## src/rtl/ga_cfg_seq.sv

```systemverilog
// rtl/ga_cfg_seq.sv - GA core configuration register block and start sequencer
//
// Purpose: holds shadow configuration registers for the GA core, checks them
// on a start command, applies them to the core outputs and raises ga_enable
// after a fixed start-up delay.
//
// Ports:
//    clk             clock
//    rstn            asynchronous active-low reset
//    reg_wr          register write strobe (single cycle)
//    reg_rd          register read strobe (single cycle)
//    reg_addr        register address
//    reg_wdata       write data
//    reg_rdata       registered read data, valid with reg_rvalid
//    reg_rvalid      read data valid pulse, one cycle after reg_rd
//    inputs_counter  sample count from the GA core, readable at address 6
//    ga_enable       GA core enable
//    cnfg_m/p/b/g    applied configuration, frozen outside CHECK->DELAY
//    cfg_err         sticky illegal-configuration flag

module ga_cfg_seq #(
   parameter int M_MAX     = 8,
   parameter int M_MAX_W   = 4,
   parameter int P_MAX_W   = 6,
   parameter int B_MAX_W   = 6,
   parameter int G_MAX_W   = 16,
   parameter int START_DLY = 9,
   parameter int AUTOSTART = 1
) (
   input  logic               clk,
   input  logic               rstn,
   input  logic               reg_wr,
   input  logic               reg_rd,
   input  logic [2:0]         reg_addr,
   input  logic [31:0]        reg_wdata,
   output logic [31:0]        reg_rdata,
   output logic               reg_rvalid,
   input  logic [31:0]        inputs_counter,
   output logic               ga_enable,
   output logic [M_MAX_W-1:0] cnfg_m,
   output logic [P_MAX_W-1:0] cnfg_p,
   output logic [B_MAX_W-1:0] cnfg_b,
   output logic [G_MAX_W-1:0] cnfg_g,
   output logic               cfg_err
);

   typedef enum logic [2:0] {
      S_IDLE  = 3'd0,
      S_CHECK = 3'd1,
      S_DELAY = 3'd2,
      S_RUN   = 3'd3,
      S_ERR   = 3'd4
   } state_t;

   localparam int CNT_W = $clog2(START_DLY + 1);
   localparam logic [CNT_W-1:0] LP_DLY_LAST = CNT_W'(START_DLY - 1);

   state_t             r_state;
   logic [CNT_W-1:0]   r_dly_cnt;
   logic [3:0]         r_err_code;
   logic               r_boot;
   logic [M_MAX_W-1:0] r_m;
   logic [P_MAX_W-1:0] r_p;
   logic [B_MAX_W-1:0] r_b;
   logic [G_MAX_W-1:0] r_g;

   logic               w_ctrl_wr;
   logic               w_stop;
   logic               w_go;
   logic [3:0]         w_err;
   logic [31:0]        w_rd_data;
   logic               w_unused;

   // Only the low bits of each shadow write are stored.
   assign w_unused = ^reg_wdata;

   assign w_ctrl_wr = reg_wr && (reg_addr == 3'd0);
   assign w_stop    = w_ctrl_wr && reg_wdata[1];
   // r_boot is high only on the first edge after reset release, so with
   // AUTOSTART it acts as a one-shot start command. Stop always wins.
   assign w_go      = ((w_ctrl_wr && reg_wdata[0]) || (r_boot && (AUTOSTART != 0)))
                      && !w_stop;

   assign w_err[0] = (r_m == '0) || (32'(r_m) > 32'(M_MAX));
   assign w_err[1] = (32'(r_p) < 32'd2) || r_p[0];
   assign w_err[2] = (r_b == '0) || (32'(r_b) > 32'(r_p));
   assign w_err[3] = (r_g == '0);

   always_comb begin
      w_rd_data = 32'd0;
      case (reg_addr)
         3'd1:    w_rd_data = 32'(r_m);
         3'd2:    w_rd_data = 32'(r_p);
         3'd3:    w_rd_data = 32'(r_b);
         3'd4:    w_rd_data = 32'(r_g);
         3'd5:    w_rd_data = {24'd0, r_err_code, cfg_err, r_state};
         3'd6:    w_rd_data = inputs_counter;
         default: w_rd_data = 32'd0;
      endcase
   end

   always_ff @(posedge clk or negedge rstn) begin
      if (!rstn) begin
         r_state    <= S_IDLE;
         r_dly_cnt  <= '0;
         r_err_code <= 4'd0;
         r_boot     <= 1'b1;
         r_m        <= M_MAX_W'(7);
         r_p        <= P_MAX_W'(16);
         r_b        <= B_MAX_W'(16);
         r_g        <= G_MAX_W'(10);
         reg_rdata  <= 32'd0;
         reg_rvalid <= 1'b0;
         ga_enable  <= 1'b0;
         cnfg_m     <= '0;
         cnfg_p     <= '0;
         cnfg_b     <= '0;
         cnfg_g     <= '0;
         cfg_err    <= 1'b0;
      end else begin
         r_boot     <= 1'b0;
         reg_rvalid <= reg_rd;
         // Read samples the current register values, so a write to the
         // same address in the same cycle returns the old contents.
         if (reg_rd) begin
            reg_rdata <= w_rd_data;
         end

         if (reg_wr) begin
            case (reg_addr)
               3'd1:    r_m <= reg_wdata[M_MAX_W-1:0];
               3'd2:    r_p <= reg_wdata[P_MAX_W-1:0];
               3'd3:    r_b <= reg_wdata[B_MAX_W-1:0];
               3'd4:    r_g <= reg_wdata[G_MAX_W-1:0];
               default: ;
            endcase
         end

         case (r_state)
            S_IDLE: begin
               if (w_go) begin
                  r_state <= S_CHECK;
               end
            end
            S_CHECK: begin
               if (w_stop) begin
                  r_state <= S_IDLE;
               end else if (w_err == 4'd0) begin
                  r_state    <= S_DELAY;
                  r_dly_cnt  <= '0;
                  r_err_code <= 4'd0;
                  cnfg_m     <= r_m;
                  cnfg_p     <= r_p;
                  cnfg_b     <= r_b;
                  cnfg_g     <= r_g;
               end else begin
                  r_state    <= S_ERR;
                  r_err_code <= w_err;
                  cfg_err    <= 1'b1;
               end
            end
            S_DELAY: begin
               if (w_stop) begin
                  r_state <= S_IDLE;
               end else if (r_dly_cnt == LP_DLY_LAST) begin
                  r_state   <= S_RUN;
                  ga_enable <= 1'b1;
               end else begin
                  r_dly_cnt <= r_dly_cnt + 1'b1;
               end
            end
            S_RUN: begin
               if (w_stop) begin
                  r_state   <= S_IDLE;
                  ga_enable <= 1'b0;
               end
            end
            S_ERR: begin
               if (w_stop) begin
                  r_state    <= S_IDLE;
                  cfg_err    <= 1'b0;
                  r_err_code <= 4'd0;
               end
            end
            default: begin
               r_state   <= S_IDLE;
               ga_enable <= 1'b0;
            end
         endcase
      end
   end

endmodule

```

## config.mk

```make
export PLATFORM = sky130hd
export DESIGN_NAME = ga_cfg_seq
export DESIGN_NICKNAME = d
export VERILOG_FILES = /design/src/rtl/ga_cfg_seq.sv
export SDC_FILE = /design/constraint.sdc
export NUM_CORES = 1
export LEC_CHECK = 0
export ABC_AREA = 1
export BUFFER_PORTS_ARGS = -buffer_cell sky130_fd_sc_hd__buf_2
export CORE_ASPECT_RATIO = 0.75
export CORE_UTILIZATION = 47
export DETAILED_ROUTE_END_ITERATION = 10
export GPL_TIMING_DRIVEN = 0
export PLACE_DENSITY = 0.76
export RECOVER_POWER = 50
export SKIP_LAST_GASP = 1
export SLEW_MARGIN = 40
export SYNTH_ARGS = -nofsm -noshare
export SYNTH_HDL_FRONTEND = slang
export SYNTH_SLANG_ARGS = --single-unit
```

## constraint.sdc

```tcl
create_clock -name clk -period 2.26 [get_ports clk]
set_clock_uncertainty 0.15 [all_clocks]
set_input_delay 0.339 -clock clk [delete_from_list [all_inputs] [get_ports clk]]
set_output_delay 0.339 -clock clk [all_outputs]
set_load 0.01 [all_outputs]
```

== Word-level counts from Yosys, hierarchy flattened ==
Index checks and enable logic that the tools add are counted.

* Order comparisons: 3
* Bitwise operators: 2
* Shifts and indexed selects: 0
* Multipliers: 0
* Reduce and logical (&&, ||, !) cells: 29
* Add/subtract/negate cells: 1
* Div/mod/pow operators: 0
* Equality and inequality tests: 22
* Mux-type cells: 24

{| class="wikitable"
|+ Operator list
! cell !! count
|-
| case mux 32 bit (6 select lines) || 1
|-
| two-way mux 4 bit || 7
|-
| two-way mux 3 bit || 6
|-
| != test 2 bit (second input constant) || 9
|-
| logical NOT 16 bit || 1
|-
| case mux 4 bit (2 select lines) || 2
|-
| == test 3 x 2 -> 1 bit (second input constant) || 4
|-
| == test 3 bit (second input constant) || 4
|-
| case mux 3 bit (4 select lines) || 1
|-
| AND reduction 3 bit || 3
|-
| logical NOT 4 bit || 2
|-
| AND reduction 2 bit || 4
|-
| AND reduction 4 bit || 2
|-
| == test 3 x 1 -> 1 bit (second input constant) || 2
|-
| > comparator 6 bit || 1
|-
| logical NOT 3 bit || 2
|-
| logical NOT 6 bit || 1
|-
| < comparator 6 x 2 -> 1 bit (second input constant) || 1
|-
| two-way mux 1 bit || 5
|-
| AND reduction 5 bit || 1
|-
| adder 4 x 1 -> 4 bit (second input constant) || 1
|-
| == test 4 bit (second input constant) || 1
|-
| > comparator 4 bit (second input constant) || 1
|-
| logical AND 1 bit || 4
|-
| other kinds (10) || 15
|}

* Output and inout port bits: 67
* Bits of input ports: 71
* Memory bits (read-only): 0
* Bits in latches: 0
* Memory bits (writable): 0
* Register bits after elaboration: 111
* Logic and storage cells: 97
* Memories: 0

== Depth between registers and ports, before layout ==
* Word-level depth: 7
* Mapped depth: 15
* Depth with buffers taken out: 14

== Least setup slack after synthesis ==
No wires, ideal clock.

* Kind: reg-to-reg
* Start point: register r_p[4]
* End point: register cnfg_b[0]
* Clock period less this slack: 2.109 ns
* Stages on the path, launching flop included: 15
* Buffers on the path: 2
* Library setup time: 0.118 ns
* Data required time: 1.992 ns
* Setup slack: 0.151 ns
* Arrival: 1.841 ns
* Path through: dfstp_2 -> inv_1 -> ha_1 -> nand2_1 -> inv_1 -> nand2_1 -> nand3_1 -> nand2_1 -> nand2_1 -> nor2_4 -> nand2_2 -> buf_6 -> buf_6 -> nand2_1 -> o21ai_2

* Cells in the longest elaborated chain, start to end: 4
* Elaborated cells on any way between the ends: 6
* Those cells by class: order compare: 2; reduce/logical: 4

{| class="wikitable"
|+ RTL lines
! item !! line !! RTL
|-
| from (decl) || 63 || <nowiki>logic [P_MAX_W-1:0] r_p;</nowiki>
|-
| from (signal assigned) || 132 || <nowiki>3'd2: r_p <= reg_wdata[P_MAX_W-1:0];</nowiki>
|-
| < comparator 6 x 2 -> 1 bit / > comparator 6 bit (equally long branches) || 85, 86 ||
|-
| logical OR 1 bit, on equally long branches || 85, 86 ||
|-
| logical NOT 4 bit (*) || 148 || <nowiki>end else if (w_err == 4'd0) begin</nowiki>
|-
| AND reduction 3 bit (no line) (*) || n/a ||
|-
| to (signal assigned) || 154 || <nowiki>cnfg_b <= r_b;</nowiki>
|-
| to (decl) || 42 || <nowiki>output logic [B_MAX_W-1:0] cnfg_b,</nowiki>
|}

Mark *: on every way between the ends. The rest lies on a longest branch, timed or not.
A chain may end at the register's enable or synchronous reset.

== Worst setup path after layout ==
* Start point: register r_p[1]
* End point: register cnfg_b[3]

The elaborated chain is that of the path after synthesis.

==> reports/results.txt <==
The final core area utilization is 0.606. For the number of global-route vias before repair, the log shows 4474. The number of synthesized flops with an enable pin works out to 0. The run gives 0.225 as the worst slew slack as a fraction of its limit. After synthesis, the netlist uses 36 different library cells. The power per standard cell area came out at 988 nW/um^2. The number of diodes added for antenna fixing came out at 0. Data on the critical path is required at its endpoint by 2.35 ns.

The mean number of vias per cell works out to 5.32. After layout, the design draws a total of 6.23 mW. After detailed routing, the average wire length per cell comes to 15.8 microns.

The async set or reset register ratio after synthesis was 1.00; the DRC violation count after routing was 0. The die covers 11300 sq um. The logs give 5 for the first-pass detailed-route iteration total and 10400 sq um for the area of the core.

For this design the top-level I/O count stands at 138. The maximum buffer depth of the clock tree was 2; the fraction of layout instances using a drive strength above 1 was 0.236. From bottom edge to top edge, the die measures 92.1 microns. Subtracting the final worst setup slack from the clock period gives 2.20 ns. The logs give 111 for the clock sink count and 0 for the residual antenna-violating net count after detailed routing. The first global-routing pass estimated 21900 microns of wire.

The logs give 0 for the number of antenna violations at the first check in global routing and 2.29 ns for the worst path arrival time. By area the synthesized netlist is led by sky130_fd_sc_hd__dfrtp_1 51%, sky130_fd_sc_hd__nand2_1 10%, sky130_fd_sc_hd__o21ai_0 7.9%. The buffer cell driving the clock tree root is sky130_fd_sc_hd__clkbuf_16. Top cell type's share of synthesized area: 0.506.

The highest fanout seen on the critical path works out to 10. The tools report the global router's overall resource usage as 0.258. Nature of the critical path startpoint: a register. Slack of the worst reg-to-reg path: 0.06 ns.

At the pin with the least slew margin, the transition time is 1.16 ns. Synthesis produced a netlist whose cell count is 585. After the first detailed-routing iteration, the DRC count stood at 291. For the total wire length after detailed routing, the log shows 13700 microns. At the end of routability-driven placement, the weighted congestion stood at 0.896. The tools report the end of the worst register-to-register path as cnfg_b[3]. From left edge to right edge, the die measures 122 microns. The tools report the peak ir drop on the vdd network as 462 uV. The logs give 0 for the count of final hold-check violations and -0.162 ns for the worst slack after detailed placement. The category of the critical setup timing path is reg -> reg.

The maximum operating frequency is 0.454 GHz. On the critical path the largest part of the delay comes from simple AND/OR/NAND/NOR gates. The peak per-stage delay on the critical path was 0.40 ns.

The tools report the maximum number of pins on one net before global-route repair as 68. The clock tree synthesis step divided the H-tree into 3 levels. Sequential cell area fraction in the yosys report: 0.547. For hold timing, the worst endpoint is reg_rdata[23]. The worst hold path cell count was 3; the sum of buffers and inverters on the critical path was 3. The count of cells along the worst register-to-register path is 14.

With fillers left out, the area of the finished cells amounts to 6300 sq um. Critical register-to-register path startpoint: r_p[1]. The area added between synthesis and finish was 23.8%; the total of buffers placed on input and output ports was 121. The clock latency at the later pin of the worst-skew pair was 0.35 ns.

The critical path goes through inv_2 -> ha_1 -> nand2_1 -> nand2_1 -> nand2_1 -> nand3_1 -> nand2_2 -> nand2_4 -> nor2_4 -> nand2_4 -> buf_8 -> buf_6 -> nand2_1 -> o21ai_2. After legalization and detailed placement, the total HPWL measured 10000 microns. The final route contains 4621 vias. Nature of the critical path endpoint: a register.

Cell seen most often among critical-path stages: sky130_fd_sc_hd__nand2_1. The class of the tightest hold or removal check was in -> reg. Across the run, the number of max-cap violations was 0.

The slowest stage of the critical path is the sky130_fd_sc_hd__dfrtp_1 cell. In this run, CTS created clock tree buffers numbering 9. The tightest hold path in the finished design has a slack of 0.0749 ns. Yosys printed 0 warnings. After synthesis the cells add up to 5090 sq um. The number of pins with negative max-slew slack in the final report was 0; the initial core utilization was 0.489.

In this run, synthesis produced a sequential element count of 111. When the netlist entered floorplanning its net count stood at 664. Summed over all instances, the cell type with the most area after synthesis is sky130_fd_sc_hd__dfrtp_1.

For this run the aggregate overflow at the end of global routing stands at 0. The standard cell area after detailed placement is 5910 sq um. In this run the static leakage power is 3.19 nW.

The final worst-path setup slack is 0.0577 ns. The run finished with clean final reports. The net count of the finished layout is 807.

Setup violations remaining at the end of the flow were counted as 0. The most used flip-flop cell after synthesis is sky130_fd_sc_hd__dfrtp_1. After clock tree synthesis, the clock-pin slew on the worst setup and hold paths is 0.07 ns. The hold path startpoint was inputs_counter[23]. The share of the clock period used by the worst path after layout was 0.974; the number of cell rows was 32.

In this run the mean area of a mapped cell was 8.70 sq um. TritonCTS built the clock tree.
==> cells by family after synthesis <==
kind of cell    Yosys count  share of synthesized area
compound gates          121                      0.130
xor+xnor                  2                    0.00344
fa+ha+maj                 8                     0.0197
buf+inv                 102                     0.0816
flops                   111                      0.547
mux                      11                     0.0243
other cells               1                   0.000736
simple gates            229                      0.193
==> final cells by class <==
cell class | instances | area [sq um]
inverter | 81 | 304
clock inverter | 3 | 20.0
buffer | 21 | 119
clock buffer | 13 | 260
multi-input combinational | 372 | 1950
fill | 925 | 4110
tap | 136 | 170
timing repair buffer | 132 | 692
sequential | 111 | 2790
==> repair_timing <==
action | 4_1_cts | 5_1_grt
cloned | 0 | 1
hold endpoints to repair | 45 | 0
endpoints found under the setup margin | 35 | 35
pin swaps | 1 | 5
buffers inserted | 2 | 5
hold buffers | 2 | 0
resized for setup | 3 | 15
==> per-stage QoR <==
step	instances	setup TNS [ns]
after detailed placement	843	-3.85
after global routing	869	-0.607
after global placement	842	-57.31
after floorplan	585	0
final	869	0
after CTS	863	0
==> layout by cell type, fill, tap and decap left out, types with 11 or more instances in the layout <==
| cell | count |
|---|---|
| sky130_fd_sc_hd__nand3_1 | 36 |
| sky130_fd_sc_hd__clkbuf_1 | 40 |
| sky130_fd_sc_hd__mux2_2 | 11 |
| sky130_fd_sc_hd__a21oi_1 | 11 |
| sky130_fd_sc_hd__nand2_1 | 131 |
| sky130_fd_sc_hd__dfrtp_1 | 102 |
| sky130_fd_sc_hd__inv_1 | 77 |
| sky130_fd_sc_hd__nor2_1 | 38 |
| sky130_fd_sc_hd__o21ai_0 | 80 |
| sky130_fd_sc_hd__buf_2 | 96 |
==> synth_stat cells, drive strengths merged, types with 2 or more instances <==
cell	count
clkbuf	8
nand3	38
nand2	139
nand4	6
o31ai	3
a21oi	11
a21boi	2
nor3	5
dfrtp	103
nor2	41
o21bai	2
buf	13
o21ai	96
ha	8
dfstp	8
mux2	11
o22ai	4
inv	80
==> state kept, by name, indices dropped and copies added, names as in the netlist <==
signal / cells
reg_rdata: 32
cnfg_g: 16
r_g: 16
cnfg_b: 6
cnfg_p: 6
r_b: 6
r_p: 6
cnfg_m: 4
r_dly_cnt: 4
r_err_code: 4
r_m: 4
r_state: 3
cfg_err: 1
ga_enable: 1
r_boot: 1
reg_rvalid: 1
==> power breakdown <==
group | total (mW) | internal (mW) | switching, mW
logic | 1.93 | 0.729 | 1.20
clock network | 1.49 | 0.807 | 0.683
registers | 2.81 | 2.48 | 0.328
==> worst max-delay path by stage <==
stage	cells past startpoint	end	startpoint	slack (ns)
6_report	14	cnfg_b[3]	r_p[1]	0.06
5_1_grt	14	cnfg_g[7]	r_p[1]	-0.04
4_1_cts	14	cnfg_b[0]	r_p[4]	0.002
3_5_place_dp	12	cnfg_m[2]	r_p[4]	-0.16
3_3_place_gp	1	reg_rdata[17]	rstn	-0.54
2_1_floorplan	14	cnfg_b[0]	r_p[4]	0.15
==> worst reg2reg max path, cell delays in order (launching register included) <==
cell,delay (ns)
sky130_fd_sc_hd__dfrtp_1,0.40
sky130_fd_sc_hd__inv_2,0.09
sky130_fd_sc_hd__ha_1,0.34
sky130_fd_sc_hd__nand2_1,0.09
sky130_fd_sc_hd__nand2_1,0.06
sky130_fd_sc_hd__nand2_1,0.05
sky130_fd_sc_hd__nand3_1,0.09
sky130_fd_sc_hd__nand2_2,0.11
sky130_fd_sc_hd__nand2_4,0.08
sky130_fd_sc_hd__nor2_4,0.14
sky130_fd_sc_hd__nand2_4,0.10
sky130_fd_sc_hd__buf_8,0.15
sky130_fd_sc_hd__buf_6,0.14
sky130_fd_sc_hd__nand2_1,0.08
sky130_fd_sc_hd__o21ai_2,0.05
==> metal layers <==
metal | vias up | wire length, microns | track usage
met4 | 0 | 176 | 0.0813
met3 | 17 | 1110 | 0.0672
met1 | 2240 | 6050 | 0.350
met2 | 187 | 6420 | 0.404
li1 | 2177 | - | -
met5 | - | 0 | 0
(Power assumes the default switching activity.)
